`src/rtl/updown_cmd_gen.sv`:
```
`default_nettype none
// ============================================================================
// Module      : updown_cmd_gen
// Description : Turns two raw push buttons (up/down) into single-cycle count
//               commands (enable + direction) for an up/down counter.
//               Synchronises and debounces each button, auto-repeats while a
//               button is held, and rejects simultaneous presses (conflict).
// Revision    : 1.0 - initial release
// ============================================================================
module updown_cmd_gen #(
  parameter int DEBOUNCE_CYCLES = 16,
  parameter int REPEAT_DELAY    = 64,
  parameter int REPEAT_PERIOD   = 16
) (
  input  logic clk,
  input  logic rst,
  input  logic btn_up,
  input  logic btn_down,
  output logic enable,
  output logic direction,
  output logic conflict
);

  localparam int c_db_w    = $clog2(DEBOUNCE_CYCLES + 1);
  localparam int c_tmr_max = (REPEAT_DELAY > REPEAT_PERIOD) ? REPEAT_DELAY : REPEAT_PERIOD;
  localparam int c_tmr_w   = $clog2(c_tmr_max);

  // The debounced level flips on the edge where the counter would reach
  // DEBOUNCE_CYCLES, so compare against one less.
  localparam logic [c_db_w-1:0]  c_db_last     = c_db_w'(DEBOUNCE_CYCLES - 1);
  // The timer counts down to zero; zero is the edge the pulse is registered.
  localparam logic [c_tmr_w-1:0] c_delay_load  = c_tmr_w'(REPEAT_DELAY - 1);
  localparam logic [c_tmr_w-1:0] c_period_load = c_tmr_w'(REPEAT_PERIOD - 1);

  // Bit 1 = up button, bit 0 = down button throughout.
  logic [1:0]             sync1_q, sync1_d;
  logic [1:0]             sync2_q, sync2_d;
  logic [1:0]             deb_q, deb_d;
  logic [1:0][c_db_w-1:0] db_cnt_q, db_cnt_d;

  typedef enum logic [1:0] {
    ST_IDLE   = 2'd0,
    ST_DELAY  = 2'd1,
    ST_REPEAT = 2'd2,
    ST_BLOCK  = 2'd3
  } state_t;

  state_t               state_q, state_d;
  logic [c_tmr_w-1:0]   timer_q, timer_d;
  logic                 enable_q, enable_d;
  logic                 direction_q, direction_d;
  logic                 conflict_q, conflict_d;

  logic up_lvl;
  logic dn_lvl;
  logic act_lvl;
  logic oth_lvl;

  assign up_lvl  = deb_q[1];
  assign dn_lvl  = deb_q[0];
  // While repeating, the active button is the one the direction latched.
  assign act_lvl = direction_q ? up_lvl : dn_lvl;
  assign oth_lvl = direction_q ? dn_lvl : up_lvl;

  // Synchroniser shift and per-button debounce counters.
  always_comb begin
    sync1_d  = {btn_up, btn_down};
    sync2_d  = sync1_q;
    deb_d    = deb_q;
    db_cnt_d = db_cnt_q;
    for (int i = 0; i < 2; i++) begin
      if (sync2_q[i] == deb_q[i]) begin
        db_cnt_d[i] = '0;
      end else if (db_cnt_q[i] == c_db_last) begin
        deb_d[i]    = sync2_q[i];
        db_cnt_d[i] = '0;
      end else begin
        db_cnt_d[i] = db_cnt_q[i] + c_db_w'(1);
      end
    end
  end

  // Input-side registers: synchroniser stages, debounced levels, counters.
  always_ff @(posedge clk) begin
    if (rst) begin
      sync1_q  <= '0;
      sync2_q  <= '0;
      deb_q    <= '0;
      db_cnt_q <= '0;
    end else begin
      sync1_q  <= sync1_d;
      sync2_q  <= sync2_d;
      deb_q    <= deb_d;
      db_cnt_q <= db_cnt_d;
    end
  end

  // Next-state, repeat timer and registered-output values of the command FSM.
  always_comb begin
    state_d     = state_q;
    timer_d     = timer_q;
    enable_d    = 1'b0;
    direction_d = direction_q;
    case (state_q)
      ST_IDLE: begin
        if (up_lvl && dn_lvl) begin
          state_d = ST_BLOCK;
        end else if (up_lvl || dn_lvl) begin
          enable_d    = 1'b1;
          direction_d = up_lvl;
          timer_d     = c_delay_load;
          state_d     = ST_DELAY;
        end
      end
      ST_DELAY, ST_REPEAT: begin
        // Release beats conflict, conflict beats a pulse due this cycle.
        if (!act_lvl) begin
          state_d = ST_IDLE;
        end else if (oth_lvl) begin
          state_d = ST_BLOCK;
        end else if (timer_q == '0) begin
          enable_d = 1'b1;
          timer_d  = c_period_load;
          state_d  = ST_REPEAT;
        end else begin
          timer_d = timer_q - c_tmr_w'(1);
        end
      end
      ST_BLOCK: begin
        if (!up_lvl && !dn_lvl) begin
          state_d = ST_IDLE;
        end
      end
      default: begin
        state_d = ST_IDLE;
      end
    endcase
    conflict_d = (state_d == ST_BLOCK);
  end

  // FSM state, timer and output registers.
  always_ff @(posedge clk) begin
    if (rst) begin
      state_q     <= ST_IDLE;
      timer_q     <= '0;
      enable_q    <= 1'b0;
      direction_q <= 1'b1;
      conflict_q  <= 1'b0;
    end else begin
      state_q     <= state_d;
      timer_q     <= timer_d;
      enable_q    <= enable_d;
      direction_q <= direction_d;
      conflict_q  <= conflict_d;
    end
  end

  assign enable    = enable_q;
  assign direction = direction_q;
  assign conflict  = conflict_q;

endmodule
`default_nettype wire

```
`config.mk`:
```
export PLATFORM = sky130hd
export DESIGN_NAME = updown_cmd_gen
export DESIGN_NICKNAME = d
export VERILOG_FILES = /design/src/rtl/updown_cmd_gen.sv
export SDC_FILE = /design/constraint.sdc
export NUM_CORES = 1
export LEC_CHECK = 0
export CORE_MARGIN = 4
export CORE_UTILIZATION = 60
export DETAILED_ROUTE_END_ITERATION = 12
export GPL_TIMING_DRIVEN = 0
export HOLD_SLACK_MARGIN = 0.03
export PLACE_DENSITY = 0.91
export SLEW_MARGIN = 20
export SYNTH_ARGS = -nofsm -noshare
export SYNTH_HDL_FRONTEND = slang
export SYNTH_SLANG_ARGS = --single-unit
```
`constraint.sdc`:
```
create_clock -name clk -period 3.8 [get_ports clk]
set_input_delay 0.38 -clock clk [delete_from_list [all_inputs] [get_ports clk]]
set_output_delay 0.38 -clock clk [all_outputs]
set_load 0.01 [all_outputs]
```
Word-level counts from Yosys, hierarchy flattened
Index checks and enable logic that the tools add are counted.

Register bits after elaboration: 27. Latch bits: 0. RAM bits: 0. Bits in read-only memories: 0. Bits of input ports: 4. Output and inout bits: 3. Word-level logic and storage cells: 65. Memories kept: 0.

Add/sub/neg operators: 3. $mul: 0. Divide/modulo/power cells: 0. Magnitude comparators: 0. Eq/ne operators: 12. Shifts and indexed selects: 0. Muxes and demuxes: 21. Bitwise logic cells: 3. Reductions and logical operators: 15.

Operators with widths (count): 2-to-1 mux 6 bit (5); 2-to-1 mux 2 bit (6); case mux 6 bit (2 select lines) (1); adder 5 x 1 -> 5 bit (second input constant) (2); equality test 5 x 4 -> 1 bit (second input constant) (2); != test 2 bit (second input constant) (4); 2-to-1 mux 1 bit (7); equality test 2 bit (second input constant) (3); zero test 6 bit (1); case mux 2 bit (3 select lines) (1); OR reduction 3 bit (2); subtractor 6 x 1 -> 6 bit (second input constant) (1); AND reduction 5 bit (1); AND reduction 2 bit (2); inverter 1 bit (3); AND reduction 3 bit (1); equality test 1 bit (2); equality test 2 x 1 -> 1 bit (second input constant) (1); logical AND 1 bit (2); zero test 1 bit (2); zero test 2 bit (1); case mux 1 bit (2 select lines) (1); nonzero test 2 bit (1); OR reduction 2 bit (1); logical OR 1 bit (1).

Logic depth before layout (Yosys ltp)
Gate-level depths: netlist of run 1.

Depth after elaboration: 6. Depth in mapped cells: 8.

Worst setup path before layout of run 1
No wires, ideal clock.

Kind: flip-flop to flip-flop. Start point: reg state_q[0]. End point: reg timer_q[2]. Setup time: 0.086 ns. Data arrival time: 1.680 ns. Data required time: 3.714 ns. Slack: 2.034 ns. Stages on the path, launching flop included: 7. Buffers on the path: 1. Clock period less this slack: 1.766 ns. Cell sequence: dfxtp_1 > inv_1 > ha_1 > buf_4 > nor4b_2 > o22ai_1 > a211oi_1.

Cells in the longest elaborated chain, start to end: 4.

Ends and longest elaborated chain: from (decl) (line 48) `state_t state_q, state_d;`; from (signal assigned) (line 150) `state_q <= state_d;`; equality test 2 x 1 -> 1 bit / equality test 2 bit (equally long branches) (line 104) `case (state_q)`; OR reduction 2 bit (line 104); != test 2 bit (no source line) / nonzero test 2 bit (equally long branches); AND reduction 5 bit (no source line); to (signal assigned) (line 151) `timer_q <= timer_d;`; to (decl) (line 49) `logic [c_tmr_w-1:0] timer_q, timer_d;`.

Several ways; a longest one is shown, not always the timed one. A chain may end at the register's enable or synchronous reset.

Worst setup path in the final report of run 1
Start point: reg state_q[0]. End point: reg timer_q[1].

Same word-level chain as after synthesis.

==> results of run 1 <==
-- cell families after synthesis --
group / Yosys count
AOI/OAI and AO/OA: 30
muxes: 4
DFF: 27
xor gates and xnor gates: 6
and+or+nand+nor: 51
adders and majority gates: 11
buffers and inverters: 19
-- worst max-delay path, cell delays in order, from the launching register on --
cell and delay [ps]:
dfxtp_1 450, inv_1 110, ha_1 300, buf_4 170, nor4b_2 600, nor3_1 110
a311oi_1 290
-- path summary, 6_finish.rpt --
| kind | slack, ps | endpoint | depth (start not counted) | from |
|---|---|---|---|---|
| hold / removal | 280 | sync2_q[1] | 2 | rst |
| setup / recovery | 1680 | timer_q[1] | 6 | state_q[0] |
| setup reg to reg | 1680 | timer_q[1] | 6 | state_q[0] |
| hold reg to reg | 450 | sync2_q[1] | 1 | sync1_q[1] |
-- per-stage QoR --
stage / cells / power (mW) / instance area [µm²] / hold WS, ps / worst slack [ps]
after global routing: 185 / 0.533 / 1500 / 289 / 1510
after floorplan: 148 / 0.370 / 1390 / 414 / 2030
after global placement: 181 / 0.385 / 1470 / 418 / 1830
after detailed placement: 181 / 0.390 / 1470 / 428 / 1740
final: 185 / 0.510 / 1500 / 284 / 1680
after CTS: 185 / 0.513 / 1500 / 275 / 1700
-- layout by cell type, fill, tap and decap left out, drive strengths merged, types with 2 or more instances in the layout --
cell           count
a211oi             2
a21oi              4
a31oi              3
and3               3
buf                6
clkbuf             4
clkdlybuf4s50      5
dfxtp             27
ha                11
inv               13
mux2i              4
nand2              4
nand3              3
nor2              14
nor2b             12
nor3               4
o211a              2
o211ai             2
o21ai              4
o21bai             2
o31ai              2
or2                2
or3                2
xnor2              4
xor2               2
-- flip-flops by register name (all words and copies together) (netlist names) --
| signal | cells |
|---|---|
| conflict | 1 |
| db_cnt_q | 10 |
| deb_q | 2 |
| direction | 1 |
| enable | 1 |
| state_q | 2 |
| sync1_q | 2 |
| sync2_q | 2 |
| timer_q | 6 |
-- final cells by class --
class	count	share of cell area, %
Buffer	6	3.09
Clock buffer	4	1.76
Inverter	13	3.26
Multi-Input combinational cell	102	50.1
Sequential cell	27	36.1
Tap cell	28	2.34
Timing Repair Buffer	5	3.34
-- per-layer routing --
| layer | global-route usage, % | up-vias | routed length [µm] |
|---|---|---|---|
| li1 | - | 536 | - |
| met2 | 31.4 | 30 | 1230 |
| met1 | 21.2 | 513 | 1140 |
| met5 | 0 | - | 0 |
| met3 | 3.02 | 9 | 96 |
| met4 | 10.5 | 0 | 84 |
-- where the power goes --
part | switching (mW) | internal [mW]
Clock | 0.0825 | 0.0412
Sequential | 0.00704 | 0.291
Combinational | 0.0479 | 0.0404
Total | 0.137 | 0.373
==> flow_summary.toml, run 1 <==
[critical_path]
startpoint_type = "flip-flop"
worstPathRequired_ps = 4040
critPathMaxFanout = 10
path_class = "flip-flop to flip-flop"
cp.arrival_ps = 2350
cp-end-kind = "flip-flop"

[global_route]
grt_pass1_wl_um = 4620
grt_pass1_vias = 1094
gr-usage-all-layers_pct = 18.3
grt_max_degree = 15
grt_overflow_total = 0
antenna_found_initial = 0

[synth]
synth_seq_area_share_pct = 39.0
syn_nets = 163
synth.avg_cell_area_um2 = 9.36
synth_adder_area_share_pct = 9.94
synth-simple-area-share_pct = 22.0
synth_top_flop_cell = "dfxtp_1"
synth_top_area_cell = "dfxtp_1"
synthMuxAreaShare_pct = 2.89
ys_types = 45
synth_xor_area_share_pct = 3.79
ys_top_cells_by_area = "dfxtp_1 39%, ha_1 9.9%, nor2b_1 5.4%, nor2_1 3.8%, inv_1 3.5%"
synth_top_family_by_area = "simple AND/OR/NAND/NOR gates"
synth_commonest_cells = "27 x dfxtp_1, 14 x nor2_1, 13 x inv_1"
synth.cell_area_mm2 = 0.00139
async_flop_share_pct = 0
synth_top_area_share_pct = 39.0
synth_edf_count = 0
synth_compound_area_share_pct = 15.5
syn-instance-count = 148
yosysMostFrequentCell = "dfxtp_1"
synth-seq-cells = 27
ys_warn_count = 0

[sta]
tns_ps = 0
setup-violations-final = 0
relSlewSlack_pct = 53.9
fin_crit_sh_pct = 55.7
maxClockFrequency_ghz = 0.472
period_minus_slack_ps = 2120
drv_slew = 0
rsz0062_at_grt = "no"
hold_viol_final = 0
max_slew.worst_pin.slew_ps = 689
skew_ps = 3.37

[final_layout]
antenna_cells = 0
n_fill_cell = 186
layout.area.seq_um2 = 541
multi_input_area_um2 = 749
nets = 173
post-route-util_pct = 67.6
area_delta_synth_final_pct = 8.04
drive_above_1_share_pct = 10.8

[clocking]
cts.hold.buffers_added = 0
clk-insertion-delay-late_ps = 320
cts_tree = "built"
clockRootBuffer = "clkbuf_4"
cts_buffers = 3
cts.clk_slew.worst_paths_ps = 140
cts_resized = 0
h-tree-depth = 1
clock_sinks = 27
postCtsSetupRepairBufs = 0
clockBufferDepth = 2

[placement]
io_buffers = 5
hpwl_um = 1920
gp_congestion = 0.857

[floorplan]
start_util_pct = 62.6
die_w_um = 56.0
rows = 17
core_mm2 = 0.00221
io_pins = 7
die_h_um = 56.0
die-area_mm2 = 0.00314

[detailed_routing]
ant_nets = 0
drtIter0Drc = 38
drt_wl_total_um = 2560
detail_route.first_pass.iterations = 4
viasPerCell = 5.88
vias = 1088
drc = 0
wire_per_inst_um = 13.8

[power_and_ir_drop]
ir_worst_vdd_mv = 0.220
p_per_area_mw_per_mm2 = 341
power.leakage_nw = 0.618

[worst_hold_path]
hold_path.class = "primary input to flip-flop"

[flow_run]
maxCapViolCount = 0

[status]
status = "finished, final reports clean"
(Power assumes the default switching activity.)
==> run 2, diff against run 1 <==
CORE_UTILIZATION = 58   (was 60)
PLACE_DENSITY = 0.88   (was 0.91)
clock period = 2.04 ns   (was 3.8 ns; I/O delays follow)
==> flow_summary.toml, run 2 (same netlist as run 1, synthesis figures left out) <==
[clocking]
cts_buffers = 3
clockBufferDepth = 2
cts.hold.buffers_added = 0
clock_sinks = 27
cts_tree = "built"
h-tree-depth = 1
clockRootBuffer = "clkbuf_4"
cts.clk_slew.worst_paths_ps = 150
clk-insertion-delay-late_ps = 320

[floorplan]
die_w_um = 56.9
rows = 17
start_util_pct = 62.0
core_mm2 = 0.00223
die-area_mm2 = 0.00323
die_h_um = 56.9
io_pins = 7

[detailed_routing]
wire_per_inst_um = 13.5
viasPerCell = 5.67
drtIter0Drc = 19
drc = 0
drt_wl_total_um = 2530
detail_route.first_pass.iterations = 4
ant_nets = 0
vias = 1060

[final_layout]
top_regs = "db_cnt_q x10, timer_q x6"
nets = 175
largest_register = "db_cnt_q"
n_fill_cell = 179
fin_cells = 187
drive_above_1_share_pct = 13.2
area_delta_synth_final_pct = 10.2
antenna_cells = 0
final_common_cell = "dfxtp_1"
layout_common_cells = "27 x dfxtp_1, 14 x nor2_1, 13 x inv_1"
largest_register_ffs = 10

[placement]
io_buffers = 5
hpwl_um = 1910
gp_congestion = 0.852
dpl.cell_count = 181

[worst_hold_path]
holdPathEnd = "sync2_q[1]"
hold_path.class = "primary input to flip-flop"
hold_start = "rst"
holdPathStages = 2

[status]
status = "finished, final reports clean"

[critical_path]
critPathMaxFanout = 10
critPathBufInv = 4
crit_top_cell = "buf_4"
crit_chain = "inv_1 -> ha_1 -> buf_4 -> nor4b_4 -> buf_4 -> buf_4 -> o21ai_0 -> o2bb2ai_1"
startpoint_type = "flip-flop"
rr_startpoint = "state_q[0]"
r2r_cells = 8
path_class = "flip-flop to flip-flop"
cp-end-kind = "flip-flop"
worstPathRequired_ps = 2300
ff2ff_setup_slack_ps = 150
critPathMaxStageDelay_ps = 450
cp_slowest_cell = "dfxtp_1"
crit_family = "buffers and inverters"
reg2reg_to = "timer_q[4]"
cp.arrival_ps = 2150

[power_and_ir_drop]
ir_worst_vdd_mv = 0.495
power.total_mw = 0.957
p_per_area_mw_per_mm2 = 627
power.leakage_nw = 0.632

[global_route]
grt_overflow_total = 0
grt_max_degree = 17
gr-usage-all-layers_pct = 17.1
antenna_found_initial = 0
grt_pass1_vias = 1071
grt_pass1_wl_um = 4490

[flow_run]
maxCapViolCount = 0

[sta]
fin_crit_sh_pct = 92.8
drv_slew = 0
period_minus_slack_ps = 1890
setup-violations-final = 0
max_slew.worst_pin.slew_ps = 370
hold_viol_final = 0
maxClockFrequency_ghz = 0.528
skew_ps = 4.91
relSlewSlack_pct = 75.2
run 2: stage by stage:
| stage | setup slack, ps | setup TNS [ps] | cell area [µm²] | hold slack, ps | utilization [%] |
|---|---|---|---|---|---|
| 6_report | 146 | 0 | 1530 | 103 | 68.3 |
| 5_1_grt | -18.9 | -18.9 | 1530 | 104 | 68.3 |
| 4_1_cts | 137 | 0 | 1510 | 97.7 | 67.6 |
| 3_5_place_dp | -19.0 | -19.0 | 1470 | 428 | 65.8 |
| 3_3_place_gp | 50.2 | 0 | 1470 | 419 | 65.8 |
| 2_1_floorplan | 274 | 0 | 1390 | 332 | - |
run 2: area by class of cell:
type,count,area (µm²),share of cell area (%)
inverter,13,48.8,3.20
tap,28,35.0,2.30
timing repair buffer,7,65.1,4.26
sequential,27,541,35.4
clock inverter,1,7.51,0.492
multi-input combinational,102,761,49.8
buffer,6,46.3,3.03
clock buffer,3,22.5,1.48
run 2: how the worst max path moves through the flow:
| stage | start | end | slack (ps) | depth (start not counted) |
|---|---|---|---|---|
| after floorplan | state_q[0] | timer_q[2] | 270 | 6 |
| after global placement | state_q[0] | timer_q[2] | 50 | 6 |
| after detailed placement | state_q[0] | timer_q[2] | -20 | 6 |
| after CTS | state_q[0] | timer_q[2] | 140 | 6 |
| after global routing | state_q[0] | timer_q[2] | -20 | 7 |
| final | state_q[0] | timer_q[4] | 150 | 8 |
run 2: power breakdown:
part / switching [mW] / total [mW] / internal (mW)
Combinational: 0.0904 / 0.170 / 0.0792
Clock: 0.158 / 0.233 / 0.0748
Sequential: 0.0124 / 0.555 / 0.542
Total: 0.261 / 0.957 / 0.696
run 2: what timing repair did:
item                                    in CTS  in global routing
endpoints found under the hold margin        0                  0
pin swaps                                    0                  1
setup buffers                                0                  2
endpoints found under the setup margin       3                  2
resized for setup                            1                  1
run 2: layer usage:
layer,routed length (µm),global-route usage [%]
met1,1130,20.0
met2,1320,32.2
met3,60,2.76
met4,14,3.97
met5,0,0
==> run 3, diff against run 2 <==
CORE_MARGIN = 2   (was 4)
==> flow_summary.toml, run 3 (same netlist as run 1, synthesis figures left out) <==
[critical_path]
ff2ff_setup_slack_ps = 120
crit_chain = "inv_1 -> ha_1 -> buf_4 -> nor4b_4 -> o22ai_1 -> a211oi_1"
critPathMaxStageDelay_ps = 460
path_class = "flip-flop to flip-flop"
cp-end-kind = "flip-flop"
critPathLaunch = "state_q[0]"
worstPathRequired_ps = 2310
cp_slowest_cell = "dfxtp_1"
reg2reg_to = "timer_q[2]"
r2r_cells = 6
cp.arrival_ps = 2190
rr_startpoint = "state_q[0]"
critPathMaxFanout = 10
startpoint_type = "flip-flop"

[sta]
tns_ps = 0
hold_viol_final = 0
skew_ps = 2.75
period_minus_slack_ps = 1920
max_slew.worst_pin.slew_ps = 454
fin_hold_ws_ps = 93.1
drv_slew = 0
relSlewSlack_pct = 69.6
fin_crit_sh_pct = 93.9
setup_ws_ps = 123
setup-violations-final = 0
maxClockFrequency_ghz = 0.522
rsz0062_at_grt = "no"

[clocking]
postCtsSetupRepairBufs = 0
cts_buffers = 3
clock_sinks = 27
cts.clk_slew.worst_paths_ps = 150
h-tree-depth = 1
clockRootBuffer = "clkbuf_4"
cts_tree = "built"
clk-insertion-delay-late_ps = 340
cts.hold.buffers_added = 0
clockBufferDepth = 2

[global_route]
top_usage_layer = "met2"
use_met2_pct = 38.8
grt_max_degree = 17
grt_overflow_total = 0
gr-usage-all-layers_pct = 21.5
grt_pass1_wl_um = 4270
grt_util_met1_pct = 23.7
grtUsageMet3_pct = 3.39
antenna_found_initial = 0
grt_pass1_vias = 1002

[final_layout]
largest_register_ffs = 10
largest_register = "db_cnt_q"
top_regs = "db_cnt_q x10, timer_q x6"
layout_common_cells = "27 x dfxtp_1, 14 x nor2_1, 13 x inv_1"
post-route-util_pct = 67.7
drive_above_1_share_pct = 11.5
area_delta_synth_final_pct = 9.12
final_common_cell = "dfxtp_1"
antenna_cells = 0
nets = 173
n_fill_cell = 184

[floorplan]
die-area_mm2 = 0.00279
die_h_um = 52.9
die_w_um = 52.9
core_mm2 = 0.00223
start_util_pct = 62.0
rows = 17
io_pins = 7

[power_and_ir_drop]
p_per_area_mw_per_mm2 = 646
comb_power_share_pct = 18.0
p_sw_mw = 0.280
ir_worst_vdd_mv = 0.473
p_int_mw = 0.696
power.leakage_nw = 0.623
p_clk_share_pct = 25.2
swShare_pct = 28.7
power_frac_seq_pct = 56.8

[placement]
hpwl_um = 1890
place_ws_ps = -40.6
io_buffers = 5
gp_congestion = 0.896

[detailed_routing]
viasPerCell = 5.84
drt_wl_total_um = 2620
wire_per_inst_um = 14.2
ant_nets = 0
drtIter0Drc = 19
vias = 1081
drc = 0
detail_route.first_pass.iterations = 4

[status]
status = "finished, final reports clean"

[worst_hold_path]
holdPathStages = 2
hold_start = "rst"
holdPathEnd = "sync2_q[0]"
hold_path.class = "primary input to flip-flop"

[flow_run]
maxCapViolCount = 0
-- run 3: changes by cell type in the layout (fill, tap and decap cells not counted), sizes merged --
cell	previous run	this run
buf	8	5
clkbuf	3	4
-- run 3: critical path: cells and delay by family, from the launching register on --
family / cells / cell delay [ps]
AND/OR/NAND/NOR: 1 / 420
buffers and inverters: 2 / 290
flip-flops: 1 / 460
adder cells (fa/ha/maj): 1 / 300
AO/OA/AOI/OAI: 2 / 380
-- run 3: repair_timing --
item / 4_1_cts / 5_1_grt
resized for setup: 1 / 1
endpoints found under the setup margin: 3 / 1
endpoints found under the hold margin: 0 / 0
pin swaps: 0 / 1
-- run 3: layer usage --
metal  wire, µm  vias to the layer above
li1           -                      535
met1       1080                      515
met2       1380                       26
met3        113                        5
met4         53                        0
met5          0                        -
-- run 3: layout make-up --
cell class              count  area (µm²)  share of cell area [%]
clock buffers               3        22.5                    1.49
clock inverters             1        7.51                   0.497
multi-input cells         102         758                    50.2
plain buffers               6        48.8                    3.23
flip-flops and latches     27         541                    35.8
repair buffers              5        50.0                    3.31
well taps                  28        35.0                    2.32
inverters                  13        48.8                    3.23
-- run 3: worst max path at each step --
stage	to	slack, ps	depth (start not counted)
CTS	timer_q[1]	100	6
global route	timer_q[1]	4	6
global placement	timer_q[2]	30	6
floorplan	timer_q[2]	270	6
finish	timer_q[2]	120	6
detailed placement	timer_q[1]	-40	6
-- run 3: stage by stage --
stage               area [µm²]  power (mW)  cells
floorplan                 1390       0.689    148
global placement          1470       0.719    181
detailed placement        1470       0.732    181
CTS                       1510       0.981    185
global route              1510        1.02    185
finish                    1510       0.976    185
-- run 3: power by group through the flow --
stage	clock network [mW]	registers (mW)	logic, mW
final	0.246	0.555	0.176
after floorplan	0	0.564	0.125
after detailed placement	0	0.566	0.166
after global routing	0.266	0.557	0.193
after CTS	0.253	0.555	0.173
after global placement	0	0.564	0.154
